`src/rtl/sysid_check_master.sv`:
```
// Avalon-MM read master that fetches the two sysid words (ID, timestamp),
// compares them with build-time values and reports pass/fail/timeout.
module sysid_check_master #(
  parameter logic [31:0] EXPECTED_ID        = 32'd0,
  parameter logic [31:0] EXPECTED_TIMESTAMP = 32'd1489442558,
  parameter bit          USE_READDATAVALID  = 1'b0,
  parameter int unsigned TIMEOUT_CYCLES     = 256,
  parameter bit          AUTO_START         = 1'b1
) (
  input  logic        clock,
  input  logic        reset,
  input  logic        start,
  output logic        avm_address,
  output logic        avm_read,
  input  logic        avm_waitrequest,
  input  logic [31:0] avm_readdata,
  input  logic        avm_readdatavalid,
  output logic        busy,
  output logic        done,
  output logic        id_ok,
  output logic        ts_ok,
  output logic        timeout_err,
  output logic [31:0] id_value,
  output logic [31:0] ts_value
);

  localparam int unsigned CNT_W = 16;

  typedef enum logic [2:0] {IDLE, RD_ID, WAIT_ID, RD_TS, WAIT_TS, FIN} state_t;

  state_t           state_q;
  logic [CNT_W-1:0] cnt_q;
  logic             arm_q;
  logic             is_rd_c, is_wait_c, is_id_c, accept_c, capture_c, expire_c;

  // avm_read is always high in RD_* states, so an accept is just a non-stalled RD_* cycle
  assign is_rd_c   = (state_q == RD_ID) || (state_q == RD_TS);
  assign is_wait_c = (state_q == WAIT_ID) || (state_q == WAIT_TS);
  assign is_id_c   = (state_q == RD_ID) || (state_q == WAIT_ID);
  assign accept_c  = is_rd_c && !avm_waitrequest;
  assign capture_c = (accept_c && (!USE_READDATAVALID || avm_readdatavalid)) ||
                     (is_wait_c && avm_readdatavalid);
  assign expire_c  = (cnt_q == CNT_W'(1));

  always_ff @(posedge clock) begin
    if (reset) begin
      state_q     <= IDLE;
      cnt_q       <= '0;
      arm_q       <= AUTO_START;
      avm_address <= 1'b0;
      avm_read    <= 1'b0;
      busy        <= 1'b0;
      done        <= 1'b0;
      id_ok       <= 1'b0;
      ts_ok       <= 1'b0;
      timeout_err <= 1'b0;
      id_value    <= '0;
      ts_value    <= '0;
    end else begin
      done <= 1'b0;
      case (state_q)
        IDLE: begin
          if (start || arm_q) begin
            arm_q       <= 1'b0;
            state_q     <= RD_ID;
            busy        <= 1'b1;
            avm_read    <= 1'b1;
            avm_address <= 1'b0;
            id_ok       <= 1'b0;
            ts_ok       <= 1'b0;
            timeout_err <= 1'b0;
            id_value    <= '0;
            ts_value    <= '0;
            cnt_q       <= CNT_W'(TIMEOUT_CYCLES);
          end
        end
        RD_ID, WAIT_ID, RD_TS, WAIT_TS: begin
          if (capture_c && is_id_c) begin
            id_value    <= avm_readdata;
            state_q     <= RD_TS;
            avm_read    <= 1'b1;
            avm_address <= 1'b1;
            cnt_q       <= CNT_W'(TIMEOUT_CYCLES);
          end else if (capture_c) begin
            ts_value    <= avm_readdata;
            state_q     <= FIN;
            avm_read    <= 1'b0;
            busy        <= 1'b0;
            done        <= 1'b1;
            timeout_err <= 1'b0;
            id_ok       <= (id_value == EXPECTED_ID);
            ts_ok       <= (avm_readdata == EXPECTED_TIMESTAMP);
          end else if (expire_c) begin
            state_q     <= FIN;
            avm_read    <= 1'b0;
            busy        <= 1'b0;
            done        <= 1'b1;
            timeout_err <= 1'b1;
            id_ok       <= 1'b0;
            ts_ok       <= 1'b0;
          end else begin
            cnt_q <= cnt_q - CNT_W'(1);
            // accepted but data still in flight: drop the strobe and wait for readdatavalid
            if (accept_c) begin
              avm_read <= 1'b0;
              state_q  <= is_id_c ? WAIT_ID : WAIT_TS;
            end
          end
        end
        FIN:     state_q <= IDLE;
        default: state_q <= IDLE;
      endcase
    end
  end

endmodule

```
`config.mk`:
```
export PLATFORM = sky130hd
export DESIGN_NAME = sysid_check_master
export DESIGN_NICKNAME = d
export VERILOG_FILES = /design/src/rtl/sysid_check_master.sv
export SDC_FILE = /design/constraint.sdc
export NUM_CORES = 1
export LEC_CHECK = 0
export BUFFER_PORTS_ARGS = -buffer_cell sky130_fd_sc_hd__buf_2
export CORE_MARGIN = 3
export CORE_UTILIZATION = 40
export DETAILED_ROUTE_END_ITERATION = 8
export PLACE_DENSITY = 0.73
export SYNTH_ARGS = -nofsm -noshare
export SYNTH_HDL_FRONTEND = slang
export SYNTH_SLANG_ARGS = --single-unit
```
`constraint.sdc`:
```
create_clock -name clock -period 6.3 [get_ports clock]
set_clock_uncertainty 0.05 [all_clocks]
set_input_delay 1.575 -clock clock [delete_from_list [all_inputs] [get_ports clock]]
set_output_delay 1.575 -clock clock [all_outputs]
set_load 0.02 [all_outputs]
```
==> summary.txt <==
Worst setup path
  • Launching point of the worst reg2reg path: state_q[2]$_SDFFE_PP0P_
  • WP data arrival: 3.74 ns
  • Worst r2r path cells: 5
  • Critical Path Start Type: input pin
  • CP endpoint kind: flop
  • Flop2flop setup slack: 3.50 ns
  • Critical path launch point: avm_waitrequest
  • RR Endpoint: ts_value[30]$_SDFFE_PP0P_
  • Setup CP Type: input pin to flop
  • Critical Path RT: 6.53 ns
  • Crit path max fanout: 32

Power and ir drop
  • Power per cell area: 405 mW/mm^2
  • Max IR drop VDD: 175 uV
  • Overall Power: around 1.9 mW
  • Leak: 1.92 nW

Route
  • ANT nets after route: 0
  • Vias per Instance: 5.62
  • Initial DRC Count: 269
  • Via count: 3931
  • First-pass DRT Iterations: 4
  • Routed len/inst: 16.0 um
  • DRC: 0
  • Final WL: 11200 um

Layout
  • # diodes: 0
  • Sequential cell area: roughly 0.0018 sq mm
  • Final instance area: 0.00464 sq mm
  • Fillers: between 900 and 1000
  • Area of the multi-input gates: 0.00189 sq mm
  • Fin nets: between 600 and 700
  • Non-filler cells, final: 700
  • Share of post-route cells with drive strength above 1: 24.0%
  • Area growth from synthesis to layout: 19.9%

Yosys
  • Synth area leader: dfxtp_1
  • Ys async rst share: 0%
  • Synthesized area per cell: 8.05 sq um
  • Top cells by area, synth: dfxtp_1, a21oi_1, nand3_1
  • Mapped Area: 0.00387 sq mm
  • EDFF count, synth: 0
  • Top FF cell, synth: dfxtp_1
  • Net Count, Synth: between 500 and 600
  • Post-synthesis register bit count: 91
  • Seq/Total Area, Yosys: roughly 47%
  • Post-synth top area share: 47.0%
  • Warnings from Yosys: 0
  • Mapped Cells: 481
  • Yosys cell types: 46

Clock tree
  • CTS tree: yes
  • Post_cts resized: 0
  • Cts hold-fix bufs: 0
  • Post-CTS Setup Bufs: 0
  • Cts bufs inserted: 9
  • Root Buffer Master: clkbuf_8
  • Clk buf depth: 2
  • Reg clk slew, reported paths: 0.10 ns
  • Clk_lat worst skew: 0.36 ns
  • Clock Sink Count: between 90 and 100
  • H-tree lvl count: 3

Worst hold path
  • Hold path endpoint: ts_value[12]$_SDFFE_PP0P_
  • Hold depth: 2
  • Hold wc startpoint: ts_value[12]$_SDFFE_PP0P_
  • Hold crit path type: flop to flop

Run
  • Total of max-cap violations: 0

Placement
  • Port Buffers: 107
  • Cell Area, Placed: approximately 0.0045 sq mm
  • Detailed-placement wirelength estimate: about 7800 um
  • Routability cong.: 0.830
  • Post-Place Cells: 684

Die
  • Die Area: around 0.011 sq mm
  • Starting density of the core: 41.5%
  • Floorplan Core Area: a little over 0.009 sq mm
  • Die height: 104 um
  • Row cnt: 35
  • I/O Pins: 108
  • Die Span X: approximately 100 um

Timing
  • Crit path time final: 3.51 ns
  • Slew Limit Fails: 0
  • Final setup violation count: 0
  • Tcrit/Tclk final: 55.6%
  • Worst slew pin tran: about 1.3 ns
  • Slew Limit Headroom: 13.4%
  • RSZ-0062 raised after global routing: no
  • Hold Fails Final Rpt: 0
  • Fmax: approximately 0.29 GHz
  • Setup TNS: 0 ns

Status
  • Status: complete, no violations

Global routing
  • Largest net degree at the start of global routing: 77
  • Grt met2 use: 31.8%
  • Grt ovf: 0
  • Vias in the first global route: around 3600
  • GR peak layer: met2
  • Global Route Usage Sum: 20.1%
  • First-pass GRT wire length: 18000 um
  • Met1 Usage GRT: 26.2%
  • Met3 Use GR: 6.33%
  • Initial antenna violation count: 0
## stage by stage
step                      worst slack [ns]  utilization (%)  hold slack [ns]
final                                 2.79             49.8            0.409
after global routing                  2.56             49.8            0.429
after CTS                             2.73             49.8            0.410
after detailed placement              2.36             47.9            0.396
after global placement                2.49             47.9            0.392
after floorplan                       3.20                -            0.383
## where the power goes
| group | total (mW) | switching [mW] | internal (mW) |
|---|---|---|---|
| clock | 0.367 | 0.221 | 0.146 |
| sequential | 0.770 | 0.0920 | 0.678 |
| combinational | 0.743 | 0.480 | 0.263 |
| total | 1.88 | 0.793 | 1.09 |
## registers in the layout (all words and copies together) (netlist names)
name         flops
id_value        32
ts_value        32
cnt_q           16
state_q          3
arm_q            1
avm_address      1
avm_read         1
busy             1
done             1
id_ok            1
timeout_err      1
ts_ok            1
## logic make-up (layout without fill, tap and decap cells)
family,count (synthesis),count (layout),share of synthesized area (%)
buffers and inverters,42,132,4.49
adders and majority gates,2,2,0.646
DFF,91,91,47.0
AOI/OAI and AO/OA,113,113,16.0
and+or+nand+nor,233,233,31.8
## how the worst max path moves through the flow
stage,end,slack (ns),depth (start not counted)
finish,ts_value[30]$_SDFFE_PP0P_,2.79,6
global route,ts_value[8]$_SDFFE_PP0P_,2.56,6
CTS,ts_value[30]$_SDFFE_PP0P_,2.73,6
detailed placement,ts_value[30]$_SDFFE_PP0P_,2.36,6
global placement,ts_value[9]$_SDFFE_PP0P_,2.49,6
floorplan,id_ok$_SDFFE_PP0P_,3.20,5
## layer usage
metal,up-vias,routed length [um]
li1,1908,-
met5,-,0
met3,19,925
met4,0,178
met1,1870,4840
met2,134,5230
## cells in the final DEF (no fill, tap or decap), types with 5 or more instances in the layout
cell	synthesis	final
dfxtp_1	91	91
a21oi_1	82	82
nor4_1	14	14
clkbuf_8	0	9
nand4_1	6	6
or4_1	11	11
buf_4	1	5
buf_2	9	107
o21ai_0	12	12
nand3_1	69	69
or3_1	14	14
nor3_1	5	5
nor2_1	12	10
nand2_1	76	76
## synthesized netlist by cell type, types with 3 or more instances
cell      number
nor2_1        12
nor3_1         5
clkbuf_1      25
nand2_1       76
nor4_1        14
nand3_1       69
a21oi_1       82
inv_1          4
o21ai_0       12
dfxtp_1       91
nor3b_1        4
nand2b_1       4
o31ai_1        3
nand4_1        6
buf_2          9
or3_1         14
or4_1         11
## critical path, stage by stage
cell and delay, ns:
buf_2 0.11, or3b_1 0.36, a21oi_2 0.44, or3_1 0.90
nand2_1 0.13, a21oi_1 0.20
## layout make-up
type,instances,area share [%]
Multi-Input combinational cell,348,40.8
Sequential cell,91,39.2
Timing Repair Buffer,112,12.3
Tap cell,129,3.48
Clock buffer,9,2.67
Clock inverter,7,1.16
Inverter,4,0.323
Power figures use the tool's default switching activity.
